$ cat src/rtl/riscv_pkg.sv
// Shared core constants and the fetch buffer entry layout.
package riscv_pkg;

   localparam int              XLEN             = 32;
   localparam logic [XLEN-1:0] NOP_INSTR        = 32'h0000_0013;
   localparam logic [XLEN-1:0] DEFAULT_RESET_PC = 32'h0000_0000;

   typedef struct packed {
      logic [XLEN-1:0] pc;
      logic [XLEN-1:0] instr;
   } fetch_entry_t;

endpackage

$ cat src/rtl/fetch_fifo.sv
// Synchronous in-order FIFO holding fetched {pc, instr} pairs; flush empties it in one cycle.
module fetch_fifo #(
   parameter  int DEPTH = 2,
   parameter  int WIDTH = 64,
   localparam int AW    = $clog2(DEPTH),
   localparam int CW    = AW + 1
) (
   input  logic             clk,
   input  logic             rst,
   input  logic             push_i,
   input  logic             pop_i,
   input  logic             flush_i,
   input  logic [WIDTH-1:0] wdata_i,
   output logic [WIDTH-1:0] rdata_o,
   output logic [CW-1:0]    count_o,
   output logic             full_o,
   output logic             empty_o
);

   logic [WIDTH-1:0] mem_q [DEPTH];
   logic [AW-1:0]    wr_ptr_q, wr_ptr_d;
   logic [AW-1:0]    rd_ptr_q, rd_ptr_d;
   logic [CW-1:0]    count_q, count_d;
   logic             do_push, do_pop;

   assign empty_o = (count_q == '0);
   assign full_o  = (count_q == CW'(DEPTH));
   assign count_o = count_q;
   assign rdata_o = mem_q[rd_ptr_q];
   assign do_pop  = pop_i && !empty_o;
   assign do_push = push_i && (!full_o || do_pop);

   // NOTE: every variable gets a default at the top of always_comb so no path can infer a latch.
   always_comb begin
      wr_ptr_d = wr_ptr_q;
      rd_ptr_d = rd_ptr_q;
      count_d  = count_q + CW'(do_push) - CW'(do_pop);
      if (do_push) wr_ptr_d = wr_ptr_q + AW'(1);
      if (do_pop)  rd_ptr_d = rd_ptr_q + AW'(1);
      if (flush_i) begin
         wr_ptr_d = '0;
         rd_ptr_d = '0;
         count_d  = '0;
      end
   end

   // NOTE: state registers use non-blocking assignments so all flops update together at the edge.
   always_ff @(posedge clk) begin
      if (rst) begin
         wr_ptr_q <= '0;
         rd_ptr_q <= '0;
         count_q  <= '0;
      end else begin
         wr_ptr_q <= wr_ptr_d;
         rd_ptr_q <= rd_ptr_d;
         count_q  <= count_d;
      end
   end

   // NOTE: storage is not reset; occupancy is tracked by count_q, so stale contents are never read.
   always_ff @(posedge clk) begin
      if (do_push) mem_q[wr_ptr_q] <= wdata_i;
   end

   overflow_a: assert property (@(posedge clk) disable iff (rst) !(push_i && full_o && !pop_i))
      else $error("fetch_fifo overflow");

endmodule

$ cat src/rtl/fetch_prefetch_unit.sv
// Instruction fetch front end: credit-limited pipelined imem requests, in-order prefetch buffer,
// stall hold and branch redirect with discard of in-flight responses.
module fetch_prefetch_unit
   import riscv_pkg::*;
#(
   parameter logic [XLEN-1:0] RESET_PC = DEFAULT_RESET_PC,
   parameter int              DEPTH    = 2
) (
   input  logic            clk,
   input  logic            rst,
   input  logic            PCWrite,
   input  logic            pc_src,
   input  logic [XLEN-1:0] branch_target,
   output logic [XLEN-1:0] pc_out,
   output logic [XLEN-1:0] pc_plus_4,
   output logic [XLEN-1:0] instruction,
   output logic            if_valid,
   output logic            imem_req,
   output logic [XLEN-1:0] imem_addr,
   input  logic            imem_gnt,
   input  logic            imem_rvalid,
   input  logic [XLEN-1:0] imem_rdata
);

   localparam int CW = $clog2(DEPTH) + 1;

   logic [XLEN-1:0] fetch_pc_q, fetch_pc_d;
   logic [XLEN-1:0] expected_pc_q, expected_pc_d;
   logic [CW-1:0]   outstanding_q, outstanding_d;
   logic [CW-1:0]   discard_q, discard_d;

   logic [CW-1:0]   count;
   logic            full, empty;
   logic            grant, drop, push, pop, present;
   fetch_entry_t    push_entry, head;
   logic [2*XLEN-1:0] head_bits;

   fetch_fifo #(.DEPTH(DEPTH), .WIDTH(2*XLEN)) u_fifo (
      .clk     (clk),
      .rst     (rst),
      .push_i  (push),
      .pop_i   (pop),
      .flush_i (pc_src),
      .wdata_i (push_entry),
      .rdata_o (head_bits),
      .count_o (count),
      .full_o  (full),
      .empty_o (empty)
   );

   assign head = head_bits;

   always_comb begin
      // Credits: every request in flight already owns a buffer slot.
      imem_req   = !rst && !pc_src &&
                   (({1'b0, outstanding_q} + {1'b0, count}) < (CW+1)'(DEPTH));
      imem_addr  = fetch_pc_q;
      grant      = imem_req && imem_gnt;
      drop       = imem_rvalid && (discard_q != '0);
      push       = imem_rvalid && !drop && !pc_src;
      present    = !rst && !pc_src && !empty;
      pop        = present && PCWrite;
      push_entry = '{pc: expected_pc_q, instr: imem_rdata};

      outstanding_d = outstanding_q + CW'(grant) - CW'(imem_rvalid);
      discard_d     = drop ? discard_q - CW'(1) : discard_q;
      fetch_pc_d    = grant ? fetch_pc_q + 32'd4 : fetch_pc_q;
      expected_pc_d = push ? expected_pc_q + 32'd4 : expected_pc_q;

      // Redirect: everything still in flight belongs to the old path.
      if (pc_src) begin
         fetch_pc_d    = branch_target;
         expected_pc_d = branch_target;
         discard_d     = outstanding_d;
      end

      if_valid    = present;
      pc_out      = present ? head.pc : '0;
      instruction = present ? head.instr : NOP_INSTR;
      pc_plus_4   = pc_out + 32'd4;
   end

   always_ff @(posedge clk) begin
      if (rst) begin
         fetch_pc_q    <= RESET_PC;
         expected_pc_q <= RESET_PC;
         outstanding_q <= '0;
         discard_q     <= '0;
      end else begin
         fetch_pc_q    <= fetch_pc_d;
         expected_pc_q <= expected_pc_d;
         outstanding_q <= outstanding_d;
         discard_q     <= discard_d;
      end
   end

   credit_a: assert property (@(posedge clk) disable iff (rst) push |-> (!full || pop))
      else $error("fetch_prefetch_unit: response without a free buffer slot");

endmodule

$ cat config.mk
export PLATFORM = sky130hd
export DESIGN_NAME = fetch_prefetch_unit
export DESIGN_NICKNAME = d
export VERILOG_FILES = /design/src/rtl/riscv_pkg.sv /design/src/rtl/fetch_fifo.sv /design/src/rtl/fetch_prefetch_unit.sv
export SDC_FILE = /design/constraint.sdc
export NUM_CORES = 1
export LEC_CHECK = 0
export CAP_MARGIN = 20
export CORE_MARGIN = 4
export CORE_UTILIZATION = 55
export DETAILED_ROUTE_END_ITERATION = 6
export PLACE_DENSITY = 0.92
export SLEW_MARGIN = 10
export SYNTH_ARGS = -nofsm -noshare
export SYNTH_HDL_FRONTEND = slang
export SYNTH_SLANG_ARGS = --single-unit
export TNS_END_PERCENT = 20
$ cat constraint.sdc
create_clock -name clk -period 16.9 [get_ports clk]
set_input_delay 3.38 -clock clk [delete_from_list [all_inputs] [get_ports clk]]
set_output_delay 3.38 -clock clk [all_outputs]
set_load 0.03 [all_outputs]
==> qor.yml, run 1 <==
max_stage_delay_ns: 0.72
synth-edff-count: 128
ios: 200
wl_per_cell_um: 18.90
p_comb_share_pct: 11.1
core_area_um2: 16760
setup_violations: 0
start_util_pct: 56.67
ys_seq_area_share_pct: 55.86
finalHoldViolations: 0
fp.dieW_um: 139.4
gp_congestion: 0.8620
drc_errors: 0
grt_use_total_pct: 24.01
max_cap_violations: 0
dr.pass1.iters: 5
post-cts-setup-buffers: 0
maxSlewViolCount: 0
hp-class: "register to register"
ant_nets: 0
antenna_found_initial: 1
skew_ns: 0.02183
synthArstFlopShare_pct: 0
regToRegSetupSlack_ns: 13.45
netlist_top_cells_area: "edfxtp_1 40%, dfxtp_1 15%, mux2i_1 6.5%"
grt_pass1_wl_um: 38470
yosys_warnings: 0
grt_max_degree: 65
ys_ff_latch: 201
period_needed_ns: 10.64
p_leak_nw: 4.146
dp_hpwl_um: 16800
min_from: "expected_pc_q[0]$_SDFFE_PP0P_"
cp_max_fo: 54
drtIter0Drc: 620
grt_pass1_vias: 7349
synth_cell_types: 61
synth_top_area_share_pct: 40.47
dp.cells: 1234
postSynthAreaPerCell_um2: 11.19
crit_slowest_cell: "clkdlybuf4s50_1"
swShare_pct: 24.47
cts.sinks: 201
clk_latency_ns: 0.50
cts_buffers: 21
viasPerCell: 5.819
die_y_um: 139.4
min_period_over_period_pct: 62.97
ir_drop_mv: 0.07670
final_cell_count_no_fill: 1273
fill_cells: 1108
synthCells: 849
final_cell_mix: "198 x clkdlybuf4s50_1, 128 x edfxtp_1, 85 x nor2_1, 72 x dfxtp_1, 62 x mux2i_1"
crit_cells: 12
hold_buffers: 0
timing.rr.end: "discard_q[1]$_SDFFE_PP0P_"
critPathKind: "primary input to primary output"
layout.nets: 1116
netlist_area_um2: 9498
start_kind: "primary input"
cp-endpoint: "pc_plus_4[28]"
syn_nets: 928
area_delta_synth_final_pct: 29.01
ff2ff_path_depth: 13
path_delay_family: "buffers and inverters"
arrival_ns: 7.26
worst-path-buf-inv: 4
clockPowerShare_pct: 37.3
power_density_nw_per_um2: 90.51
synthFlopType: "edfxtp_1"
crit_path_end_kind: "primary output"
mostFrequentLayoutCell: "clkdlybuf4s50_1"
drive_gt1_share_pct: 6.084
clkTransAtPathRegs_ns: 0.06
clk_path_buf_depth: 3
cts_tree: "built"
grt_remaining_overflow: 0
die-area_um2: 19440
p_switching_mw: 0.2714
crit_start: "pc_src"
p_int_mw: 0.8376
port_buffers: 199
rsz0062_at_grt: "no"
worst_pin_slew_ns: 1.045
seq_power_share_pct: 51.6
timing.rr.start: "u_fifo.count_o[0]$_SDFF_PP0_"
h-tree-depth: 1
ctsResizeCount: 0
num_vias: 7408
setup-tns-final_ns: 0
rows: 47
outcome: "finished clean"
synth.largest_area_cell: "edfxtp_1"
worst_ep_required_time_ns: 13.52
routed_wl_um: 24070
slew_headroom_pct: 29.73
cts-root-buf: "clkbuf_16"
max_freq_mhz: 93.97
path_cells: "clkdlybuf4s50_1 -> buf_4 -> nor2_1 -> o21ai_4 -> buf_4 -> nor2_1 -> ha_1 -> a21boi_0 -> nand4b_2 -> nor3_1 -> xor2_1 -> clkdlybuf4s50_1"
[Yosys cell counts (9+ instances only)]
cell and number:
nor4_2 9, nor3_1 26, nor2_1 85, xor2_1 49, nand3_1 34, a21oi_1 37, xnor2_1 30, dfxtp_1 73
clkbuf_1 20, nor4_1 12, a211oi_1 10, edfxtp_1 128, mux2i_1 62, nand2_1 58, inv_1 39, nand4_1 25
a21boi_0 26, buf_2 10
[registers in the layout, summed over array words and instances, names as in the netlist, named ones only]
name             count
discard_q            2
u_fifo.wr_ptr_q      1
u_fifo.mem_q       128
u_fifo.rd_ptr_q      1
u_fifo.count_o       2
outstanding_q        2
expected_pc_q       32
imem_addr           32
[logic make-up (layout without fill, tap and decap cells)]
| family | Yosys count | count (layout) | share of synthesized area (%) |
|---|---|---|---|
| adders and majority gates | 9 | 9 | 1.265 |
| DFF | 201 | 201 | 55.86 |
| buffers and inverters | 82 | 285 | 3.702 |
| muxes | 65 | 65 | 6.890 |
| xor gates and xnor gates | 79 | 79 | 7.285 |
| other | 0 | 1 | 0 |
| and+or+nand+nor | 297 | 297 | 16.49 |
| AOI/OAI and AO/OA | 116 | 116 | 8.510 |
[cell type report]
cell class / count / area (um2) / share of cell area [%]
Sequential cell: 201 / 5309 / 43.33
Multi-Input combinational cell: 566 / 3860 / 31.50
Timing Repair Buffer: 206 / 2039 / 16.64
Clock buffer: 29 / 565.5 / 4.616
Tap cell: 220 / 275.3 / 2.247
Inverter: 41 / 153.9 / 1.256
Clock inverter: 9 / 47.55 / 0.3880
Antenna cell: 1 / 2.502 / 0.02042
[worst reg2reg max path, delay by kind of cell, from the launching register on]
| kind | cells | cell delay, ns |
|---|---|---|
| adder cells (fa/ha/maj) | 3 | 0.96 |
| buffers and inverters | 2 | 0.18 |
| AND/OR/NAND/NOR | 5 | 1.17 |
| flip-flops | 1 | 0.47 |
| AO/OA/AOI/OAI | 1 | 0.15 |
| XOR/XNOR | 2 | 0.37 |
[worst min-delay path by stage]
| stage | endpoint | depth (start not counted) | slack [ns] |
|---|---|---|---|
| finish | u_fifo.mem_q[1][32]$_DFFE_PP_ | 0 | 0.45 |
| global route | u_fifo.mem_q[1][32]$_DFFE_PP_ | 0 | 0.47 |
| CTS | u_fifo.mem_q[1][32]$_DFFE_PP_ | 0 | 0.46 |
| detailed placement | u_fifo.mem_q[0][32]$_DFFE_PP_ | 0 | 0.45 |
| global placement | u_fifo.mem_q[0][32]$_DFFE_PP_ | 0 | 0.44 |
| floorplan | u_fifo.mem_q[0][32]$_DFFE_PP_ | 0 | 0.43 |
[power by group through the flow]
stage | Sequential, mW | Combinational [mW] | Clock, mW
global route | 0.575 | 0.133 | 0.439
CTS | 0.572 | 0.123 | 0.419
detailed placement | 0.582 | 0.121 | 0
finish | 0.572 | 0.123 | 0.414
global placement | 0.579 | 0.118 | 0
floorplan | 0.588 | 0.0621 | 0
[metrics by stage]
step	cell area, um2	total power, mW	util, %	setup WS [ns]	hold WS (ns)
final	12250	1.109	73.11	6.258	0.4516
after CTS	12250	1.113	73.09	6.288	0.4596
after global routing	12250	1.147	73.11	5.908	0.4710
after detailed placement	11640	0.7025	69.44	6.287	0.4479
after global placement	11640	0.6968	69.44	6.422	0.4355
after floorplan	9498	0.6498	-	6.161	0.4254
[metal layers]
metal | vias to the layer above | GRT usage [%] | wire length (um)
met5 | - | 0 | 0
met4 | 0 | 5.407 | 300
met3 | 34 | 3.945 | 2204
met2 | 414 | 40.10 | 11590
met1 | 3500 | 33.27 | 9968
li1 | 3460 | - | -
Power figures use the tool's default switching activity.
==> run 2, diff against run 1 <==
Settings changed: CORE_UTILIZATION 55 to 52, PLACE_DENSITY 0.92 to 0.88.
Clock period 16.9 ns to 10.26 ns, I/O delays scaled along.
==> run 2 against run 1 <==
  * Wire length shrank 0.18%
  * Core utilization shrank 4.4 points
  * Critical path type unchanged
  * Count of clock-buffer cells in the layout shrank 1
  * Largest power group unchanged
  * Global-route usage shrank 1.1 points
  * Worst hold slack gained 0.012 ns
  * Clock skew shrank 0.012 ns
  * Cell count grew 0.55%
  * Critical path depth is the same
  * Sequential share of layout area shrank 0.33 points
  * Sequential cell count is the same
  * Power grew 71%
==> qor.yml, run 2 (synthesized netlist as in run 1, its figures left out) <==
outcome: "finished clean"
num_vias: 7286
arrival_ns: 6.06
setup-tns-final_ns: 0
finalHoldViolations: 0
port_buffers: 199
min_period_over_period_pct: 79.08
crit_slowest_cell: "clkdlybuf4s50_1"
gp_congestion: 0.8525
clk_latency_ns: 0.48
viasPerCell: 5.692
grt_pass1_vias: 7181
p_leak_nw: 4.196
clkTransAtPathRegs_ns: 0.06
placed_cell_area_um2: 11650
cts_tree: "built"
ios: 200
p_switching_mw: 0.4479
grt_pass1_wl_um: 37530
ctsResizeCount: 0
worst_ep_required_time_ns: 8.21
period_needed_ns: 8.114
min_from: "expected_pc_q[1]$_SDFFE_PP0P_"
grt_use_total_pct: 22.94
rsz0062_at_grt: "no"
max_cap_violations: 0
timing.rr.end: "discard_q[1]$_SDFFE_PP0P_"
slew_headroom_pct: 37.09
routed_wl_um: 24020
p_int_mw: 1.454
path_cells: "clkdlybuf4s50_1 -> buf_4 -> nor2_1 -> o21ai_4 -> buf_4 -> nor2_1 -> ha_1 -> a21boi_0 -> nand4b_2 -> a211oi_1 -> xor2_1 -> clkdlybuf4s50_1"
clk_path_buf_depth: 3
crit_cells: 12
max_freq_mhz: 123.2
layout.nets: 1116
postLayoutCellArea_um2: 12350
hold_buffers: 0
fill_cells: 1304
hold_depth: 0
regToRegSetupSlack_ns: 6.99
core_area_um2: 17960
die-area_um2: 20490
dp_slack_ns: 2.288
ff2ff_path_depth: 13
power_density_nw_per_um2: 154.0
clockPowerShare_pct: 39.9
hp-class: "register to register"
regMostFlops: "u_fifo.mem_q"
cts_buffers: 21
p_comb_share_pct: 10.5
whs_ns: 0.4638
cp_max_fo: 54
swShare_pct: 23.55
worst-path-buf-inv: 4
dp_hpwl_um: 16790
skew_ns: 0.009594
antenna_found_initial: 0
ant_nets: 0
crit_start: "pc_src"
cp-endpoint: "pc_plus_4[26]"
rows: 49
wl_per_cell_um: 18.77
fin_ws_ns: 2.146
fp.dieW_um: 143.2
timing.rr.start: "u_fifo.count_o[0]$_SDFF_PP0_"
drc_errors: 0
grt_remaining_overflow: 0
max_stage_delay_ns: 0.69
area_delta_synth_final_pct: 30.01
path_delay_family: "buffers and inverters"
diodes: 0
cts-root-buf: "clkbuf_16"
cts.sinks: 201
start_kind: "primary input"
setup_violations: 0
drtIter0Drc: 502
mostFrequentLayoutCell: "clkdlybuf4s50_1"
critPathKind: "primary input to primary output"
grt_max_degree: 65
crit_path_end_kind: "primary output"
worst_pin_slew_ns: 0.9359
h-tree-depth: 1
maxSlewViolCount: 0
ir_drop_mv: 0.1118
seq_power_share_pct: 49.6
final_cell_mix: "198 x clkdlybuf4s50_1, 128 x edfxtp_1, 85 x nor2_1, 72 x dfxtp_1, 62 x mux2i_1"
start_util_pct: 52.87
post-cts-setup-buffers: 0
largest_reg_flops: 128
drive_gt1_share_pct: 6.755
die_y_um: 143.2
dr.pass1.iters: 5
run 2: power groups by stage:
stage,sequential (mW),clock [mW],combinational [mW]
2_1_floorplan,0.968,0,0.102
3_3_place_gp,0.955,0,0.194
3_5_place_dp,0.958,0,0.198
4_1_cts,0.942,0.771,0.200
5_1_grt,0.948,0.806,0.217
6_report,0.943,0.759,0.200
run 2: worst min-delay path by stage:
| stage | slack (ns) | endpoint |
|---|---|---|
| 6_report | 0.46 | u_fifo.mem_q[1][33]$_DFFE_PP_ |
| 5_1_grt | 0.49 | u_fifo.mem_q[0][61]$_DFFE_PP_ |
| 4_1_cts | 0.46 | imem_addr[1]$_SDFFE_PP0P_ |
| 3_5_place_dp | 0.45 | u_fifo.mem_q[0][32]$_DFFE_PP_ |
| 3_3_place_gp | 0.44 | u_fifo.mem_q[0][32]$_DFFE_PP_ |
| 2_1_floorplan | 0.43 | u_fifo.mem_q[0][32]$_DFFE_PP_ |
run 2: cell type report:
cell class	count	area [um2]	share of cell area [%]
Clock buffer	28	601.8	4.874
Clock inverter	9	97.59	0.7904
Multi-Input combinational cell	566	3860	31.26
Inverter	41	153.9	1.246
Tap cell	229	286.5	2.320
Timing Repair Buffer	206	2039	16.52
Sequential cell	201	5309	42.99
run 2: metrics by stage:
step           std cells  utilization (%)  total power [mW]
3_5_place_dp        1243            64.85             1.155
6_report            1280            68.74             1.902
5_1_grt             1280            68.74             1.970
4_1_cts             1280            68.74             1.913
2_1_floorplan        849                -             1.070
3_3_place_gp        1243            64.85             1.148
run 2: metal layers:
metal  vias up  global-route usage, %  share of wire [%]
met5         -                      0                  0
met4         0                  6.103                2.3
met3        38                  4.287                9.0
met2       322                  38.45                 47
met1      3472                  30.81                 42
li1       3454                      -                  -
